[config.mk]
export PLATFORM = sky130hd
export DESIGN_NAME = main_pop_demux
export DESIGN_NICKNAME = d
export VERILOG_FILES = /design/src/rtl/demux_pkg.sv /design/src/rtl/skid_buf2.sv /design/src/rtl/main_pop_demux.sv
export SDC_FILE = /design/constraint.sdc
export NUM_CORES = 1
export LEC_CHECK = 0
export ABC_AREA = 1
export BUFFER_PORTS_ARGS = -buffer_cell sky130_fd_sc_hd__buf_2
export CAP_MARGIN = 20
export CORE_ASPECT_RATIO = 0.9
export CORE_MARGIN = 3
export CORE_UTILIZATION = 55
export DETAILED_ROUTE_END_ITERATION = 8
export MAX_ROUTING_LAYER = met4
export PLACE_DENSITY = 0.83
export SKIP_LAST_GASP = 1
export SYNTH_ARGS = -nofsm -noshare
export SYNTH_HDL_FRONTEND = slang
export SYNTH_SLANG_ARGS = --single-unit
[constraint.sdc]
create_clock -name clk -period 3.2 [get_ports clk]
set_input_delay 0.64 -clock clk [delete_from_list [all_inputs] [get_ports clk]]
set_output_delay 0.64 -clock clk [all_outputs]
set_load 0.005 [all_outputs]
[src/rtl/demux_pkg.sv]
// Shared definitions for the main-FIFO pop/demux controller.
package demux_pkg;

    typedef enum logic [1:0] {
        ST_IDLE   = 2'd0,
        ST_ACTIVE = 2'd1,
        ST_ERROR  = 2'd2
    } demux_state_t;

    localparam logic VC0 = 1'b0;
    localparam logic VC1 = 1'b1;

    localparam int SKID_DEPTH = 2;

endpackage

[src/rtl/skid_buf2.sv]
// Two-entry in-order skid buffer; entry 0 is always the head.
module skid_buf2
    import demux_pkg::*;
#(
    parameter int DATA_SIZE = 6
) (
    input  logic                 clk,
    input  logic                 reset,
    input  logic                 wr,
    input  logic [DATA_SIZE-1:0] wdata,
    input  logic                 rd,
    output logic [DATA_SIZE-1:0] hd,
    output logic [1:0]           occ,
    output logic                 ovf
);

    logic [DATA_SIZE-1:0] mem0;
    logic [DATA_SIZE-1:0] mem1;
    logic [1:0]           occ_q;
    logic                 do_rd;

    assign do_rd = rd && (occ_q != 2'd0);
    assign hd    = mem0;
    assign occ   = occ_q;
    assign ovf   = wr && !do_rd && (occ_q == 2'(SKID_DEPTH));

    always_ff @(posedge clk or posedge reset) begin
        if (reset) begin
            mem0  <= '0;
            mem1  <= '0;
            occ_q <= 2'd0;
        end else begin
            case ({wr, do_rd})
                2'b10: begin
                    // A write into a full buffer is dropped; ovf reports it.
                    if (occ_q == 2'd0) begin
                        mem0  <= wdata;
                        occ_q <= 2'd1;
                    end else if (occ_q == 2'd1) begin
                        mem1  <= wdata;
                        occ_q <= 2'd2;
                    end
                end
                2'b01: begin
                    mem0  <= mem1;
                    occ_q <= occ_q - 2'd1;
                end
                2'b11: begin
                    if (occ_q == 2'd1) begin
                        mem0 <= wdata;
                    end else begin
                        mem0 <= mem1;
                        mem1 <= wdata;
                    end
                end
                default: ;
            endcase
        end
    end

endmodule

[src/rtl/main_pop_demux.sv]
// Pops the main FIFO under skid-buffer credit and steers each word to VC0/VC1
// by its destination bit, in strict order.
//
// state     | meaning
// ST_IDLE   | nothing buffered or in flight
// ST_ACTIVE | at least one word popped, buffered or being pushed
// ST_ERROR  | main FIFO error or skid overflow seen; frozen until reset
module main_pop_demux
    import demux_pkg::*;
#(
    parameter int DATA_SIZE  = 6,
    parameter int VC_SEL_BIT = 4
) (
    input  logic                 clk,
    input  logic                 reset,
    input  logic                 enable,
    input  logic                 fifo_empty_main,
    input  logic                 fifo_error_main,
    input  logic [DATA_SIZE-1:0] data_demux_vc,
    output logic                 pop_main,
    input  logic                 pause_vc0,
    input  logic                 pause_vc1,
    input  logic                 full_vc0,
    input  logic                 full_vc1,
    output logic                 push_vc0,
    output logic                 push_vc1,
    output logic [DATA_SIZE-1:0] data_vc0,
    output logic [DATA_SIZE-1:0] data_vc1,
    output logic                 idle,
    output logic                 demux_error
);

    demux_state_t         state;
    demux_state_t         state_next;
    logic                 inflight;
    logic [DATA_SIZE-1:0] hd;
    logic [1:0]           occ;
    logic                 ovf;
    logic                 sel;
    logic                 blocked;
    logic                 drain;
    logic [2:0]           pending;

    skid_buf2 #(.DATA_SIZE(DATA_SIZE)) u_skid (
        .clk   (clk),
        .reset (reset),
        .wr    (inflight),
        .wdata (data_demux_vc),
        .rd    (drain),
        .hd    (hd),
        .occ   (occ),
        .ovf   (ovf)
    );

    assign sel     = hd[VC_SEL_BIT];
    assign blocked = (sel == VC0) ? (pause_vc0 || full_vc0) : (pause_vc1 || full_vc1);
    assign drain   = (occ != 2'd0) && !blocked && (state != ST_ERROR);

    // Words that will be held after this edge if nothing new is popped.
    assign pending  = {1'b0, occ} + {2'b00, inflight} - {2'b00, drain};
    assign pop_main = !reset && enable && !fifo_empty_main && (state != ST_ERROR)
                      && (pending <= 3'd1);

    always_ff @(posedge clk or posedge reset) begin
        if (reset) begin
            state <= ST_IDLE;
        end else begin
            state <= state_next;
        end
    end

    always_comb begin
        state_next = state;
        case (state)
            ST_IDLE: begin
                if (pop_main) state_next = ST_ACTIVE;
            end
            ST_ACTIVE: begin
                if ((pending == 3'd0) && !pop_main) state_next = ST_IDLE;
            end
            default: state_next = ST_ERROR;
        endcase
        if (fifo_error_main || ovf) state_next = ST_ERROR;
    end

    always_comb begin
        idle        = (state == ST_IDLE);
        demux_error = (state == ST_ERROR);
    end

    always_ff @(posedge clk or posedge reset) begin
        if (reset) begin
            inflight <= 1'b0;
            push_vc0 <= 1'b0;
            push_vc1 <= 1'b0;
            data_vc0 <= '0;
            data_vc1 <= '0;
        end else begin
            inflight <= pop_main;
            push_vc0 <= drain && (sel == VC0);
            push_vc1 <= drain && (sel == VC1);
            if (drain && (sel == VC0)) data_vc0 <= hd;
            if (drain && (sel == VC1)) data_vc1 <= hd;
        end
    end

endmodule

---- After elaboration in Yosys (flattened, before gate mapping) ----
Cells that the tools add are included.
word-level totals
  output and inout port bits .............. 17
  word-level logic and storage cells ...... 73
  bits in registers ....................... 31
cells by class
  eq/ne operators ......................... 14
  bitwise gates (word level) .............. 1
  multiplexer cells ....................... 14
  reductions and logical operators ........ 31
  magnitude comparators ................... 1
  $add $sub $neg .......................... 3
operator list
  operator                                                        number
  2-to-1 mux 6 bit                                                4
  one-hot mux 6 bit (3 select lines)                              1
  logical AND 1 bit                                               12
  one-hot mux 6 bit (2 select lines)                              1
  2-to-1 mux 2 bit                                                5
  == test 2 bit, second input constant                            4
  one-hot mux 2 bit (2 select lines)                              2
  == test 2 x 1 -> 1 bit, second input constant                   3
  != test 2 bit, second input constant                            3
  AND reduction 2 bit                                             3
  nonzero test 2 bit                                              3
  logical NOT 1 bit                                               5
  logical NOT 2 bit                                               2
  adder 2 x 1 -> 3 bit                                            1
  less-or-equal comparator 3 x 1 -> 1 bit, second input constant  1
  logical NOT 3 bit                                               1
  logical OR 1 bit                                                3
  != test 3 x 1 -> 1 bit, second input constant                   1
  != test 3 x 2 -> 1 bit, second input constant                   1
  != test 3 bit, second input constant                            1
  AND reduction 3 bit                                             1
  nonzero test 3 bit                                              1
  subtractor 3 x 1 -> 3 bit                                       1
  != test 2 x 1 -> 1 bit, second input constant                   1
  other kinds (3)                                                 3

---- Logic depth before layout (Yosys ltp) ----
Gate-level depths: netlist of the first run.
  depth in word-level cells ............... 13
  mapped depth ............................ 16
  mapped depth without buffers ............ 16

---- Modules after synthesis ----
Synthesis of the first run repeated with hierarchy kept, for this count alone.
unflattened totals
  cells, all modules ...................... 253
  area, all modules ....................... 1835.5 um^2
modules (own cells, without submodules)
  module          cells each  instances  area each (um^2)  seq. area each (um^2)
  skid_buf2       151         1          965.9             350.3
  main_pop_demux  102         1          869.6             425.4

---- Worst setup path after synthesis of the first run ----
No wires, ideal clock.
  path kind ............................... reg2out
  start point ............................. register u_skid.occ_q[1], in the netlist u_skid.occ[1]
  end point ............................... output port pop_main
  stages on the path, launching flop included .. 15
  required time ........................... 2.560 ns
  buffers on the path ..................... 0
  setup slack ............................. 0.309 ns
  arrival ................................. 2.251 ns
  cells stage by stage .................... dfrtp_1 > inv_1 > ha_1 > a21oi_4 > nand3_4 > inv_1 > ha_1 > inv_1 > ha_1 > inv_1 > fa_1 > inv_1 > nor2_1 > nand2_1 > inv_1
between the ends
  longest elaborated chain between the ends .. 6
ends and longest elaborated chain
  element                                                                       line                  RTL
  start, declared                                                               skid_buf2.sv:19       logic [1:0] occ_q;
  start signal, assigned                                                        skid_buf2.sv:46       occ_q <= occ_q - 2'd1;
  parallel branches: the longest is 3 deep, another holds adder 2 x 1 -> 3 bit  --
  subtractor 3 x 1 -> 3 bit *                                                   main_pop_demux.sv:60  assign pending = {1'b0, occ} + {2'b00, inflight} - {2'b00, drain};
  less-or-equal comparator 3 x 1 -> 1 bit *                                     main_pop_demux.sv:62  && (pending <= 3'd1);
  logical AND 1 bit *                                                           main_pop_demux.sv:62
  end, declared                                                                 main_pop_demux.sv:20  output logic pop_main,
Mark *: on every way between the ends.

---- Worst setup path in the final report of the first run ----
Ends and elaborated chain as after synthesis.

==> impl_summary.txt, run 1 <==
----------------------------------------------------
[Synthesis]
  Compound-Gate Fraction of Synth Area ... 0.124
  Proportion of synthesized chip area in sequential cells ... 0.432
  XOR/XNOR share of the synthesized area ... 0
  Synthesized Nets ... 250
  Post-Synth Simple-Gate Area ... 0.299
  Post-synthesis average cell area ... 7.94 um2
  Netlist area before placement ... 1800 um2
  Synthesis warning total ... 0
  Number of register bits inferred by synthesis ... 31
  Number of distinct library cells after synthesis ... 24
  Multiplexer share of the synthesized area ... 0
  Adder-cell share of the synthesized area ... 0.0669
  Main combinational cell family by area after synthesis ... simple AND/OR/NAND/NOR gates
  Number of instances in the synthesized netlist ... 226

[Clock tree]
  Clock Root Buffer ... sky130_fd_sc_hd__clkbuf_4
  Htree depth ... 2
  Number of buffers on the longest clock path ... 2
  Clk Latency, worst-skew pair ... 330 ps
  Clock edge transition at the registers on the reported setup and hold paths ... 110 ps
  TritonCTS buffer count ... 5
  Number of clock sinks seen by CTS ... 31
  TritonCTS clock tree ... built

[Final layout]
  Relative area change from synthesis to final layout ... 23.0%
  Fraction of layout instances using a drive strength above 1 ... 0.281
  Final net count ... 297
  Antenna diode instance count ... 0

[Worst setup path]
  Critical R2R Launch ... u_skid.occ[1]$_DFFE_PP0P_
  Worst setup path startpoint ... u_skid.occ[1]$_DFFE_PP0P_
  Crit path capture ... pop_main
  Register-to-Register Path Depth ... 11
  Maximum fanout along the worst path ... 4
  Critical path data arrival time ... 2590 ps
  Data required time at the worst endpoint ... 2560 ps
  Reg2reg end ... u_skid.mem1[5]$_DFFE_PP0P_
  Worst reg-to-reg setup slack ... 680 ps
  Setup Crit Path Kind ... register to output pin
  Worst setup SP type ... register
  Type of destination of the critical path ... output pin

[Global route]
  Initial antenna violation count ... 0
  Wire length of the first global-routing pass ... 6510 um
  Via count of the first global-routing pass ... 1,490
  Pin count of the biggest net entering global routing ... 32
  Leftover overflow at the end of global routing ... 0
  Total GRT Usage ... 0.220

[Routing]
  Overall routed net length ... 4090 um
  Drt initial violations ... 133
  Number of remaining DRC errors ... 0
  Via total after detailed routing ... 1,654
  Number of detailed-route iterations in the first pass ... 4
  Number of nets with antenna violations after detailed routing ... 0
  Per-cell routed wire length ... 12.9 um
  Routed via count divided by cell count ... 5.23

[Floorplanning]
  Core Footprint ... 3090 um2
  Die W ... 66.2 um
  Die Height ... 60.2 um
  Boundary Pins ... 32
  Initial core utilization ... 0.581
  Die ar. ... 3990 um2
  FP Rows ... 19

[Timing]
  RSZ-0062 raised after global routing ... yes
  Final Skew ... 8.55 ps
  Slack of the critical path ... -32.8 ps
  Post-route clock period utilization ... 1.01
  Highest clock rate ... 309 MHz
  Setup violations, final ... 1
  Hold violation total from the final report ... 0
  Tightest Pin Transition ... 607 ps
  Shortest period the worst path allows ... 3230 ps
  Minimum hold slack ... 413 ps
  Worst rel slew slack ... 0.595
  Max-slew violation count ... 0
  Setup TNS ... -32.8 ps

[Power]
  Standby leakage power ... 0.00122 uW
  Sum of internal, switching and leakage power ... 977 uW
  Ratio of total power to cell area ... 442 nW/um2
  VDD IR-drop max ... 334 uV

[Run status]
  Violated checks ... setup timing
  Result of the run ... finished, violations left

[Run]
  Max-cap violations ... 0

[Placed design]
  Post-place setup slack ... 137 ps
  Hpwl dp ... 2600 um
  Count of buffers inserted at the top-level ports ... 31
  Weighted congestion reported at the end of routability-driven placement ... 0.862

[Min path]
  Worst min-delay path class ... input pin to asynchronous set/reset pin

----------------------------------------------------
-- final cells by class --
cell class | count | area [um2]
Multi-Input combinational cell | 161 | 920
Fill cell | 248 | 882
Sequential cell | 31 | 777
Timing Repair Buffer | 46 | 268
Inverter | 28 | 105
Tap cell | 42 | 52.6
Clock buffer | 6 | 51.3
Clock inverter | 2 | 35.0
-- sequential cells by signal (all words and copies together), names as in the netlist --
register	cells
data_vc0	6
data_vc1	6
inflight	1
push_vc0	1
push_vc1	1
state	2
u_skid.hd	6
u_skid.mem1	6
u_skid.occ	2
-- metal layers --
layer / wire length [um] / GRT usage / up-vias
met5: 0 / - / -
met4: 36 / 0.0638 / 0
met3: 219 / 0.0395 / 7
met2: 1910 / 0.335 / 47
met1: 1930 / 0.301 / 768
li1: - / - / 832
-- cell families (layout without fill, tap and decap cells) --
logic type                 Yosys count  in the layout
DFF                                 31             31
AOI/OAI and AO/OA                   32             32
buffers and inverters               34             82
and+or+nand+nor                    120            120
adders and majority gates            9              9
-- repair_timing --
action	CTS	global route
setup endpoints to repair	1	1
buffers inserted	6	6
endpoints found under the hold margin	0	0
hold buffers	0	0
pin swaps	0	4
resized for setup	5	8
-- placed cells by master (no fill, tap or decap), drive strengths merged --
master	netlist	routed
a21boi	6	6
nand3b	1	1
bufinv	0	1
nand4	12	12
o21ai	11	11
nor2	14	14
ha	8	8
buf	6	46
nand3	9	9
clkinv	1	2
a211o	1	1
nand2	84	84
fa	1	1
dfrtp	31	31
inv	27	27
clkbuf	0	6
a21oi	4	4
o211ai	10	10
-- synth_stat cells --
library cell,count,area (um2)
sky130_fd_sc_hd__nand3_1,8,40.0
sky130_fd_sc_hd__inv_2,2,7.51
sky130_fd_sc_hd__nand4_2,1,12.5
sky130_fd_sc_hd__o21ai_0,9,45.0
sky130_fd_sc_hd__nor2_1,12,45.0
sky130_fd_sc_hd__a21boi_0,6,45.0
sky130_fd_sc_hd__a21oi_4,1,16.3
sky130_fd_sc_hd__buf_2,4,20.0
sky130_fd_sc_hd__a21oi_1,3,15.0
sky130_fd_sc_hd__nand3_4,1,17.5
sky130_fd_sc_hd__nand2_1,81,304
sky130_fd_sc_hd__inv_1,25,93.8
sky130_fd_sc_hd__a211o_1,1,8.76
sky130_fd_sc_hd__nand3b_1,1,7.51
sky130_fd_sc_hd__fa_1,1,20.0
sky130_fd_sc_hd__ha_1,8,100
sky130_fd_sc_hd__o211ai_1,10,75.1
sky130_fd_sc_hd__buf_4,2,15.0
sky130_fd_sc_hd__nand2_2,3,18.8
sky130_fd_sc_hd__o21ai_2,2,17.5
sky130_fd_sc_hd__nor2_4,2,22.5
sky130_fd_sc_hd__nand4_1,11,68.8
sky130_fd_sc_hd__dfrtp_1,31,776
sky130_fd_sc_hd__clkinv_1,1,3.75
-- metrics by stage --
stage	util	instances	instance area (um2)
6_report	0.715	316	2210
5_1_grt	0.715	316	2210
4_1_cts	0.691	310	2140
3_5_place_dp	0.644	296	1990
3_3_place_gp	0.644	296	1990
2_1_floorplan	-	226	1800
-- power by group --
group          internal [uW]  switching [uW]  total, uW
Combinational           88.5             124        212
Clock                    185             140        324
Sequential               420            20.6        440
-- critical path, stage by stage (launching register included) --
cell	delay (ps)
sky130_fd_sc_hd__dfrtp_1	370
sky130_fd_sc_hd__inv_2	60
sky130_fd_sc_hd__ha_4	170
sky130_fd_sc_hd__a21oi_4	170
sky130_fd_sc_hd__nand3_4	100
sky130_fd_sc_hd__inv_2	80
sky130_fd_sc_hd__ha_4	190
sky130_fd_sc_hd__inv_2	60
sky130_fd_sc_hd__ha_4	120
sky130_fd_sc_hd__inv_2	40
sky130_fd_sc_hd__fa_2	560
sky130_fd_sc_hd__inv_2	40
sky130_fd_sc_hd__nor2_1	70
sky130_fd_sc_hd__nand2_1	70
sky130_fd_sc_hd__inv_1	60
sky130_fd_sc_hd__buf_2	100
-- how the worst min path moves through the flow --
stage                       startpoint                      end  cells past startpoint
4_1_cts                          reset       push_vc1$_DFF_PP0_                      3
3_5_place_dp   data_vc0[4]$_DFFE_PP0P_  data_vc0[4]$_DFFE_PP0P_                      2
3_3_place_gp   data_vc0[4]$_DFFE_PP0P_  data_vc0[4]$_DFFE_PP0P_                      2
6_report                         reset       inflight$_DFF_PP0_                      3
5_1_grt                          reset       inflight$_DFF_PP0_                      3
2_1_floorplan  data_vc1[4]$_DFFE_PP0P_  data_vc1[4]$_DFFE_PP0P_                      2
No activity file was read; power rests on OpenSTA's default activity.
==> run 2: changes to the inputs <==
--- a/config.mk
+++ b/config.mk
@@ -5,15 +5,14 @@
 export SDC_FILE = /design/constraint.sdc
 export NUM_CORES = 1
 export LEC_CHECK = 0
-export ABC_AREA = 1
 export BUFFER_PORTS_ARGS = -buffer_cell sky130_fd_sc_hd__buf_2
 export CAP_MARGIN = 20
 export CORE_ASPECT_RATIO = 0.9
 export CORE_MARGIN = 3
-export CORE_UTILIZATION = 55
+export CORE_UTILIZATION = 53
 export DETAILED_ROUTE_END_ITERATION = 8
 export MAX_ROUTING_LAYER = met4
-export PLACE_DENSITY = 0.83
+export PLACE_DENSITY = 0.82
 export SKIP_LAST_GASP = 1
 export SYNTH_ARGS = -nofsm -noshare
 export SYNTH_HDL_FRONTEND = slang
==> impl_summary.txt, run 2 <==
----------------------------------------------------
[Final layout]
  Relative area change from synthesis to final layout ... 27.3%
  Commonest cells after routing, fill and taps aside ... sky130_fd_sc_hd__dfrtp_1 (31), sky130_fd_sc_hd__buf_2 (31), sky130_fd_sc_hd__mux2_2 (23)
  Final Non-Filler Cells ... 207
  Final standard cell area without fillers ... 1910 um2
  Final net count ... 192
  Fraction of layout instances using a drive strength above 1 ... 0.521
  Antenna diode instance count ... 0

[Synthesis]
  Number of register bits inferred by synthesis ... 31
  Post-synth top area cell ... sky130_fd_sc_hd__dfrtp_1
  Number of distinct library cells after synthesis ... 34
  Post-synthesis average cell area ... 12.9 um2
  Most frequent cell after synthesis ... sky130_fd_sc_hd__dfrtp_1
  Prevailing post-synth register cell ... sky130_fd_sc_hd__dfrtp_1
  Most numerous cell types in the synthesized netlist ... sky130_fd_sc_hd__dfrtp_1 (31), sky130_fd_sc_hd__mux2_2 (23), sky130_fd_sc_hd__inv_1 (10)
  Netlist area before placement ... 1500 um2
  Fraction of synthesized cell area taken by the top area cell type ... 0.516
  Proportion of synthesized chip area in sequential cells ... 0.516
  Number of instances in the synthesized netlist ... 117
  Post-synth EDFFs ... 0
  Post-synthesis async set-or-reset flop share ... 1.00
  Synthesis warning total ... 0
  Synthesized Nets ... 141
  Biggest area contributors in the synthesized netlist ... sky130_fd_sc_hd__dfrtp_1 (52%), sky130_fd_sc_hd__mux2_2 (17%), sky130_fd_sc_hd__ha_1 (6.7%)

[Global route]
  Leftover overflow at the end of global routing ... 0
  Wire length of the first global-routing pass ... 4990 um
  Total GRT Usage ... 0.192
  Initial antenna violation count ... 0
  Pin count of the biggest net entering global routing ... 32
  Via count of the first global-routing pass ... 1,118

[Placed design]
  Hpwl dp ... 2210 um
  Cell count after placement ... 194
  Post-place setup slack ... -337 ps
  Cell area after placement ... 1790 um2
  Weighted congestion reported at the end of routability-driven placement ... 0.821
  Count of buffers inserted at the top-level ports ... 31

[Floorplanning]
  Die W ... 62.2 um
  Boundary Pins ... 32
  Core Footprint ... 2570 um2
  FP Rows ... 17
  Die ar. ... 3510 um2
  Initial core utilization ... 0.584
  Die Height ... 56.5 um

[Worst setup path]
  Worst reg-to-reg setup slack ... 330 ps
  Critical R2R Launch ... u_skid.hd[4]$_DFFE_PP0P_
  Worst setup SP type ... input pin
  Maximum fanout along the worst path ... 2
  Register-to-Register Path Depth ... 15
  Highest-delay cell along the critical path ... sky130_fd_sc_hd__or3_4
  Reg2reg end ... inflight$_DFF_PP0_
  Type of destination of the critical path ... output pin
  Biggest cell delay along the critical path ... 390 ps
  Chain of cells forming the critical path ... buf_2, or3_4, a211oi_4, ha_1, inv_1, ha_1, inv_1, fa_2, xnor2_2, nand2_2, nor3b_2, buf_2
  Setup Crit Path Kind ... input pin to output pin
  Data required time at the worst endpoint ... 2560 ps
  Critical path data arrival time ... 2850 ps

[Run status]
  Result of the run ... finished, violations left
  Violated checks ... setup timing

[Timing]
  Highest clock rate ... 287 MHz
  RSZ-0062 raised after global routing ... yes
  Minimum hold slack ... 366 ps
  Tightest Pin Transition ... 445 ps
  Final Skew ... 8.44 ps
  Shortest period the worst path allows ... 3490 ps
  Hold violation total from the final report ... 0
  Setup violations, final ... 1
  Max-slew violation count ... 0
  Slack of the critical path ... -289 ps
  Worst rel slew slack ... 0.702
  Post-route clock period utilization ... 1.09

[Clock tree]
  Number of clock sinks seen by CTS ... 31
  Htree depth ... 2
  Clk Latency, worst-skew pair ... 330 ps
  Clock edge transition at the registers on the reported setup and hold paths ... 100 ps
  TritonCTS clock tree ... built
  TritonCTS buffer count ... 5
  CTS Hold Bufs ... 0
  Number of buffers on the longest clock path ... 2
  Clock Root Buffer ... sky130_fd_sc_hd__clkbuf_4

[Min path]
  Worst min-delay path class ... input pin to asynchronous set/reset pin

[Power]
  Standby leakage power ... 0.00102 uW
  VDD IR-drop max ... 331 uV
  Ratio of total power to cell area ... 445 nW/um2

[Routing]
  Per-cell routed wire length ... 14.3 um
  Routed via count divided by cell count ... 5.04
  Number of remaining DRC errors ... 0
  Number of nets with antenna violations after detailed routing ... 0
  Overall routed net length ... 2960 um
  Number of detailed-route iterations in the first pass ... 4
  Via total after detailed routing ... 1,043
  Drt initial violations ... 34

[Run]
  Max-cap violations ... 0

----------------------------------------------------
## run 2: cell count changes in the layout (fill, tap and decap cells not counted), sizes merged, moves of 3 or more
cell	previous run	this run
nand3	9	1
a21boi	6	0
o211ai	10	0
inv	27	11
nor3b	0	3
o21ai	11	3
nand4	12	0
mux2	0	23
nor2	14	5
nand2b	0	3
a22o	0	5
nand2	84	3
## run 2: cell type report
cell class	count	area, um2
repair buffers	44	253
multi-input cells	75	711
fillers	165	659
clock inverters	2	35.0
clock buffers	6	51.3
well taps	38	47.5
flip-flops and latches	31	776
inverters	11	41.3
## run 2: repair_timing
action	CTS	global route
endpoints found under the setup margin	1	1
resized for setup	0	0
pin swaps	4	1
setup buffers	4	1
## run 2: layer usage
| layer | GRT usage | part of all wire |
|---|---|---|
| met4 | 0.0852 | 0.019 |
| met5 | - | 0 |
| met2 | 0.313 | 0.47 |
| met3 | 0.0600 | 0.047 |
| met1 | 0.219 | 0.46 |
## run 2: worst max path at each step
stage               cells past startpoint      start       end  slack, ps
floorplan                               9   full_vc1  pop_main        -50
CTS                                    11  pause_vc0  pop_main       -270
global route                           12  pause_vc0  pop_main       -380
global placement                       11   full_vc1  pop_main       -220
finish                                 12  pause_vc0  pop_main       -290
detailed placement                     11   full_vc1  pop_main       -340
## run 2: kinds of logic (layout without fill, tap and decap cells)
family / Yosys count / in the layout / share of synthesized area
AOI/OAI and AO/OA: 19 / 19 / 0.105
xor gates and xnor gates: 1 / 1 / 0.00582
adders and majority gates: 9 / 9 / 0.0799
buffers and inverters: 11 / 63 / 0.0275
DFF: 31 / 31 / 0.516
muxes: 23 / 23 / 0.172
and+or+nand+nor: 23 / 23 / 0.0940
## run 2: stage by stage
stage	setup TNS, ps	total power (uW)	utilization
floorplan	-50.7	494	-
global placement	-219	527	0.696
detailed placement	-337	535	0.696
CTS	-265	849	0.741
global route	-384	893	0.744
finish	-289	851	0.744
## run 2: where the power goes
part,leakage (uW),internal (uW),switching [uW]
Clock,0.0000482,184,131
Sequential,0.000411,407,11.6
Combinational,0.000559,58.3,58.3
## run 2: worst max-delay path, delay by kind of cell
| family | cells | cell delay (ps) |
|---|---|---|
| adders and majority gates | 3 | 750 |
| and+or+nand+nor | 3 | 650 |
| buffers and inverters | 4 | 350 |
| AOI/OAI and AO/OA | 1 | 260 |
| xor gates and xnor gates | 1 | 190 |
==> run 3: changes to the inputs <==
--- a/config.mk
+++ b/config.mk
@@ -11,6 +11,7 @@
 export CORE_MARGIN = 3
 export CORE_UTILIZATION = 53
 export DETAILED_ROUTE_END_ITERATION = 8
+export GPL_TIMING_DRIVEN = 0
 export MAX_ROUTING_LAYER = met4
 export PLACE_DENSITY = 0.82
 export SKIP_LAST_GASP = 1
==> impl_summary.txt, run 3 (synthesis results as in run 2) <==
----------------------------------------------------
[Run status]
  Result of the run ... finished, violations left
  Violated checks ... setup timing

[Global route]
  Leftover overflow at the end of global routing ... 0
  Via count of the first global-routing pass ... 1,036
  GRT met2 Usage ... 0.294
  Total GRT Usage ... 0.175
  Pin count of the biggest net entering global routing ... 23
  Wire length of the first global-routing pass ... 4670 um
  Most congested layer reported by global routing ... met2
  Met1 usage in global routing ... 0.198
  Initial antenna violation count ... 0
  Global-route met3 utilization ... 0.0600

[Timing]
  Shortest period the worst path allows ... 3490 ps
  RSZ-0062 raised after global routing ... yes
  Max-slew violation count ... 0
  Highest clock rate ... 287 MHz
  Hold violation total from the final report ... 0
  Final Skew ... 10.1 ps
  Post-route clock period utilization ... 1.09
  Worst rel slew slack ... 0.595
  Slack of the critical path ... -290 ps
  Setup violations, final ... 1
  Tightest Pin Transition ... 607 ps

[Placed design]
  Cell area after placement ... 1760 um2
  Cell count after placement ... 187
  Hpwl dp ... 2190 um
  Weighted congestion reported at the end of routability-driven placement ... 0.817
  Count of buffers inserted at the top-level ports ... 31
  Post-place setup slack ... -428 ps

[Floorplanning]
  Core Footprint ... 2570 um2
  FP Rows ... 17
  Die Height ... 56.5 um
  Initial core utilization ... 0.584
  Boundary Pins ... 32
  Die ar. ... 3510 um2
  Die W ... 62.2 um

[Clock tree]
  Number of clock sinks seen by CTS ... 31
  TritonCTS buffer count ... 5
  Number of buffers on the longest clock path ... 2
  Clock Root Buffer ... sky130_fd_sc_hd__clkbuf_4
  Clk Latency, worst-skew pair ... 320 ps
  Htree depth ... 2
  TritonCTS clock tree ... built
  Clock edge transition at the registers on the reported setup and hold paths ... 100 ps

[Routing]
  Routed via count divided by cell count ... 5.25
  Via total after detailed routing ... 1,060
  Number of detailed-route iterations in the first pass ... 4
  Overall routed net length ... 2860 um
  Per-cell routed wire length ... 14.1 um
  Number of remaining DRC errors ... 0
  Number of nets with antenna violations after detailed routing ... 0
  Drt initial violations ... 33

[Final layout]
  Fraction of layout instances using a drive strength above 1 ... 0.524
  Antenna diode instance count ... 0
  Final Non-Filler Cells ... 202
  Final standard cell area without fillers ... 1900 um2
  Commonest cells after routing, fill and taps aside ... sky130_fd_sc_hd__buf_2 (31), sky130_fd_sc_hd__dfrtp_1 (29), sky130_fd_sc_hd__mux2_2 (23)
  Most common cell after layout, fill and taps aside ... sky130_fd_sc_hd__buf_2
  Final net count ... 187
  Relative area change from synthesis to final layout ... 26.5%

[Worst setup path]
  Critical path data arrival time ... 2850 ps
  Worst setup SP type ... input pin
  Type of destination of the critical path ... output pin
  Biggest cell delay along the critical path ... 540 ps
  Maximum fanout along the worst path ... 2
  Highest-delay cell along the critical path ... sky130_fd_sc_hd__fa_2
  Setup Crit Path Kind ... input pin to output pin
  Chain of cells forming the critical path ... buf_2, or3_4, a211oi_4, ha_1, inv_1, ha_1, inv_1, fa_2, nand2_2, nor3b_2, buf_2
  Data required time at the worst endpoint ... 2560 ps

[Power]
  Standby leakage power ... 0.000999 uW
  Ratio of total power to cell area ... 442 nW/um2
  VDD IR-drop max ... 307 uV

[Min path]
  Worst min-delay path class ... input pin to asynchronous set/reset pin

[Run]
  Max-cap violations ... 0

----------------------------------------------------
[run 3: cell types whose count changed in the layout (fill, tap and decap cells not counted), sizes merged]
cell / delta
buf: -5
[run 3: final cells by class]
class	instances	area, um2
Inverter	11	41.3
Sequential cell	31	778
Fill cell	183	672
Clock buffer	6	51.3
Tap cell	38	47.5
Multi-Input combinational cell	75	713
Timing Repair Buffer	39	235
Clock inverter	2	35.0
[run 3: path summary, 6_finish.rpt]
check | start | end | slack [ps] | depth (start not counted)
max | pause_vc0 | pop_main | -290 | 11
min | reset | state[0]$_DFFE_PP0P_ | 340 | 2
max reg2reg | u_skid.hd[4]$_DFFE_PP0P_ | inflight$_DFF_PP0_ | 290 | 15
min reg2reg | data_vc1[4]$_DFFE_PP0P_ | data_vc1[4]$_DFFE_PP0P_ | 490 | 1
max in group asynchronous | reset | u_skid.hd[4]$_DFFE_PP0P_ | 2370 | 3
min in group clk | data_vc1[4]$_DFFE_PP0P_ | data_vc1[4]$_DFFE_PP0P_ | 490 | 1
[run 3: what timing repair did]
item | in CTS | in global routing
hold buffers | 0 | 0
setup buffers | 7 | 0
resized for setup | 2 | 1
setup endpoints to repair | 1 | 1
pin swaps | 4 | 0
cloned | 0 | 0
[run 3: metal layers]
metal	vias to the layer above	share of wire
li1	512	-
met5	-	0
met3	4	0.051
met1	511	0.44
met2	33	0.50
met4	0	0.0070
[run 3: metrics by stage]
stage                     setup TNS, ps  total power (uW)  hold slack, ps   util
final                              -290               841             338  0.739
after global routing               -394               880             361  0.739
after CTS                          -271               845             342  0.738
after detailed placement           -428               528             477  0.683
after global placement             -330               517             446  0.672
after floorplan                   -50.7               494             459      -
[run 3: power by group]
part | internal (uW) | switching [uW] | total, uW
combinational | 51.6 | 50.1 | 102
sequential | 408 | 15.9 | 424
clock | 185 | 131 | 316
[run 3: critical path, delay by kind of cell]
family                   cells  cell delay [ps]
AND/OR/NAND/NOR              3              640
buffers and inverters        4              360
adder cells (fa/ha/maj)      3              950
AO/OA/AOI/OAI                1              270
